$ cat src/rtl/alu_mul_sequencer.sv
// Shift-and-add MUL/MLA sequencer that borrows the shared ALU while busy.
// One multiplier bit per LOOP cycle; returns the low WIDTH product bits and N/Z flags.
module alu_mul_sequencer #(
  parameter int WIDTH      = 32,
  parameter bit EARLY_TERM = 1'b1
) (
  input  logic             clk,
  input  logic             rst,
  input  logic             start,
  input  logic             accumulate,
  input  logic             set_flags,
  input  logic [WIDTH-1:0] Rm,
  input  logic [WIDTH-1:0] Rs,
  input  logic [WIDTH-1:0] Rn,
  input  logic             CF_in,
  input  logic             VF_in,
  input  logic [WIDTH-1:0] alu_F,
  output logic             alu_own,
  output logic [WIDTH-1:0] alu_A,
  output logic [WIDTH-1:0] alu_B,
  output logic [3:0]       alu_op,
  output logic             busy,
  output logic             done,
  output logic [WIDTH-1:0] result,
  output logic [3:0]       nzcv,
  output logic             nzcv_we,
  output logic [1:0]       o_dbg_state
);
  // Handshake: start is a request level, accepted only on an edge where the
  // sequencer is IDLE; done is a single-cycle pulse qualifying result/nzcv.

  localparam int CW = (WIDTH > 1) ? $clog2(WIDTH) : 1;
  localparam logic [3:0] OP_ADD  = 4'b0100;
  localparam logic [3:0] OP_PASS = 4'b1000;

  typedef enum logic [1:0] {
    S_IDLE = 2'd0,
    S_LOOP = 2'd1,
    S_DONE = 2'd2
  } state_t;

  state_t           r_state;
  state_t           w_state_next;
  logic [WIDTH-1:0] r_mcand;
  logic [WIDTH-1:0] r_mplier;
  logic [WIDTH-1:0] r_acc;
  logic [WIDTH-1:0] r_result;
  logic [CW-1:0]    r_cnt;
  logic             r_sflag;
  logic             w_last;

  // Last iteration: counter exhausted, or no multiplier bits left to consume.
  assign w_last = (r_cnt == CW'(WIDTH - 1)) ||
                  (EARLY_TERM && ((r_mplier >> 1) == '0));

  always_ff @(posedge clk) begin
    if (rst) begin
      r_state <= S_IDLE;
    end else begin
      r_state <= w_state_next;
    end
  end

  always_comb begin
    w_state_next = r_state;
    alu_own      = 1'b0;
    alu_A        = '0;
    alu_B        = '0;
    alu_op       = OP_PASS;
    case (r_state)
      S_IDLE: begin
        if (start) w_state_next = S_LOOP;
      end
      S_LOOP: begin
        alu_own = 1'b1;
        alu_A   = r_acc;
        alu_B   = r_mcand;
        alu_op  = r_mplier[0] ? OP_ADD : OP_PASS;
        if (w_last) w_state_next = S_DONE;
      end
      S_DONE: begin
        w_state_next = S_IDLE;
      end
      default: begin
        w_state_next = S_IDLE;
      end
    endcase
  end

  always_ff @(posedge clk) begin
    if (rst) begin
      r_mcand  <= '0;
      r_mplier <= '0;
      r_acc    <= '0;
      r_result <= '0;
      r_cnt    <= '0;
      r_sflag  <= 1'b0;
    end else begin
      case (r_state)
        S_IDLE: begin
          if (start) begin
            r_mcand  <= Rm;
            r_mplier <= Rs;
            r_acc    <= accumulate ? Rn : '0;
            r_sflag  <= set_flags;
            r_cnt    <= '0;
          end
        end
        S_LOOP: begin
          r_acc    <= alu_F;
          r_mcand  <= r_mcand << 1;
          r_mplier <= r_mplier >> 1;
          r_cnt    <= r_cnt + 1'b1;
          // Capture the final sum so result is already stable during DONE.
          if (w_last) r_result <= alu_F;
        end
        default: ;
      endcase
    end
  end

  assign busy        = (r_state == S_LOOP) || (r_state == S_DONE);
  assign done        = (r_state == S_DONE);
  assign result      = r_result;
  assign nzcv        = done ? {r_result[WIDTH-1], (r_result == '0), CF_in, VF_in} : 4'b0000;
  assign nzcv_we     = done & r_sflag;
  assign o_dbg_state = r_state;

endmodule
$ cat config.mk
export PLATFORM = sky130hd
export DESIGN_NAME = alu_mul_sequencer
export DESIGN_NICKNAME = d
export VERILOG_FILES = /design/src/rtl/alu_mul_sequencer.sv
export SDC_FILE = /design/constraint.sdc
export NUM_CORES = 1
export LEC_CHECK = 0
export BUFFER_PORTS_ARGS = -buffer_cell sky130_fd_sc_hd__buf_4
export CAP_MARGIN = 20
export CORE_UTILIZATION = 56
export CTS_BUF_LIST = sky130_fd_sc_hd__clkbuf_8
export DETAILED_ROUTE_END_ITERATION = 7
export PLACE_DENSITY_LB_ADDON = 0.08
export SYNTH_ARGS = -nofsm -noshare
export SYNTH_HDL_FRONTEND = slang
export SYNTH_SLANG_ARGS = --single-unit
$ cat constraint.sdc
create_clock -name clk -period 5.2 [get_ports clk]
set_input_delay 0.78 -clock clk [delete_from_list [all_inputs] [get_ports clk]]
set_output_delay 0.78 -clock clk [all_outputs]
set_load 0.03 [all_outputs]
==> out/results.tsv <==
metric	value	unit
status	completed	
root_buffer	clkbuf_8	
multi_input_area	3980	um^2
die_x	115	um
synth_edf_count	0	
synth_top_flop_cell	dfxtp_1	
hold_viol	0	
regArea	2720	um^2
critPathRequiredTime	4.42	ns
cts-htree-levels	4	
cp_max_fo	96	
crit_arrival	2.59	ns
synth_top_cell_by_area	dfxtp_1	
synth.area.top_cells	dfxtp_1 38%, nor3b_1 6.7%, a211oi_1 6.6%	
top_layer	met4	
reg2reg_depth	6	
rows	40	
final_cell_count_no_fill	1216	
min_path_cells	2	
utilization	0.754	
cp-end-kind	output pin	
rsz0062_at_grt	false	
worstSetupPathType	register to output pin	
io_pins	245	
setup_viol	0	
skew	0.00683	ns
power_density	280	nW/um^2
drv_cap	0	
clockBufferDepth	2	
wl_met3	1430	um
dr.first_iter.drc_count	775	
tns	0	ns
holdWs	0.452	ns
fin_crit	3.37	ns
hp-start	r_sflag$_SDFFE_PP0P_	
reg2reg_from	o_dbg_state[0]$_SDFFE_PP0P_	
drtPass1Iterations	5	
fp.coreArea	12200	um^2
diodes	0	
vias	7149	
cts_tree	built	
synth_top_cell_area_share	0.382	
antenna_found_initial	0	
post_cts_buffers	0	
holdCritPathClass	register to register	
place_ws	2.01	ns
dr_wl_met2	9380	um
gr-total-overflow	0	
grt_pass1_wl	31900	um
die_h	115	um
wirelength	19900	um
portBuffers	242	
initial_core_util	0.584	
synth-seq-cells	136	
grt_pass1_vias	6381	
worstMarginPinSlew	0.966	ns
synth.distinct_cells	44	
die-area	13200	um^2
netlist_instances	859	
place_inst	1187	
post-route-drc-count	0	
critPathLaunchType	register	
yosysSeqAreaShare	0.382	
yosys_warnings	0	
ctsResizeCount	0	
leakagePower	3.77	nW
p_total	2.58	mW
grt_max_degree	108	
holdBufCountCts	0	
irDropWorstVdd	0.215	mV
cts_inserted_buffers	17	
slew_headroom	0.354	
m1WireLength	8540	um
fillCellCount	981	
vias_per_cell	5.88	
place_congestion	0.817	
clock_sinks	136	
synth.cell_area	7140	um^2
clk_latency	0.44	ns
fin_area	9210	um^2
synth.avg_cell_area	8.31	um^2
drv_slew	0	
fin_ws	1.83	ns
period_share	0.648	
wl_per_cell	16.3	um
setup.worst_path.start	o_dbg_state[0]$_SDFFE_PP0P_	
layout-drive-gt1-share	0.283	
clk_pin_slew	0.07	ns
syn_to_final_growth	29.1	%
fin_nets	1178	
place_area	8850	um^2
grt_usage	0.306	
fmax	297	MHz
synth-async-reset-ratio	0	
ant_nets	0	
dpl.hpwl	13200	um
-- logic make-up (layout without fill, tap and decap cells) --
logic type               Yosys count  after routing  synth area share
adder cells (fa/ha/maj)            5              5           0.00877
multiplexers                      33             33            0.0466
AND/OR/NAND/NOR                  344            344             0.261
buffers and inverters             99            287            0.0642
other                              1              2          0.000526
XOR/XNOR                           1              1           0.00123
flip-flops                       136            136             0.382
AO/OA/AOI/OAI                    240            240             0.236
-- cell usage after synthesis, drive strengths merged, types with 3 or more instances --
| cell | number |
|---|---|
| buf | 46 |
| inv | 5 |
| nor3b | 64 |
| dfxtp | 136 |
| a311oi | 33 |
| a211oi | 63 |
| nor2 | 103 |
| nor4 | 13 |
| and2 | 69 |
| o311ai | 34 |
| ha | 5 |
| mux2i | 31 |
| clkbuf | 48 |
| nand2 | 69 |
| nand2b | 3 |
| nand4 | 6 |
| a21oi | 35 |
| nor3 | 4 |
| a31oi | 34 |
| o21ai | 35 |
-- state kept, by name, indices dropped and copies added (netlist names) --
register     count
o_dbg_state      2
r_acc           32
r_cnt            5
r_mcand         32
r_mplier        32
r_sflag          1
result          32
-- final timing paths --
kind,end,slack [ns]
min reg2reg,r_sflag$_SDFFE_PP0P_,0.45
max,alu_B[4],1.83
max reg2reg,r_mplier[14]$_SDFFE_PP0P_,1.94
min,r_sflag$_SDFFE_PP0P_,0.45
-- critical path, cell delays in order (launching register included) --
cell     delay, ns
dfxtp_1       0.45
ha_4          0.49
buf_4         0.74
and2_1        0.27
buf_4         0.17
-- layer usage --
| metal | global-route usage | up-vias |
|---|---|---|
| met5 | 0 | - |
| met4 | 0.126 | 0 |
| met3 | 0.0754 | 36 |
| met2 | 0.477 | 276 |
| met1 | 0.406 | 3325 |
| li1 | - | 3512 |
-- where the power goes --
part | internal, mW | leakage (nW) | total, mW | switching (mW)
sequential | 1.13 | 1.12 | 1.19 | 0.0579
combinational | 0.239 | 2.45 | 0.584 | 0.345
clock | 0.425 | 0.201 | 0.806 | 0.381
total | 1.80 | 3.77 | 2.58 | 0.783
-- cells in the final DEF, fill, tap and decap left out, types with 3 or more instances in the layout --
master,instances
a211oi_1,63
a21oi_1,35
a311oi_1,33
a31oi_1,34
and2_1,69
buf_4,251
clkbuf_8,22
dfxtp_1,136
ha_1,4
inv_1,8
mux2i_1,31
nand2_1,68
nand2b_1,3
nand4_1,6
nor2_1,103
nor3_1,4
nor3b_1,64
nor4_1,6
nor4_2,7
o21ai_0,34
o311ai_0,5
o311ai_1,29
-- layout make-up --
type                       instances  area share
timing repair buffer             253       0.208
inverter                           5     0.00204
clock buffer                      22      0.0329
sequential                       136       0.296
multi-input combinational        625       0.433
clock inverter                     7     0.00598
tap                              168      0.0228
(Power assumes the default switching activity.)
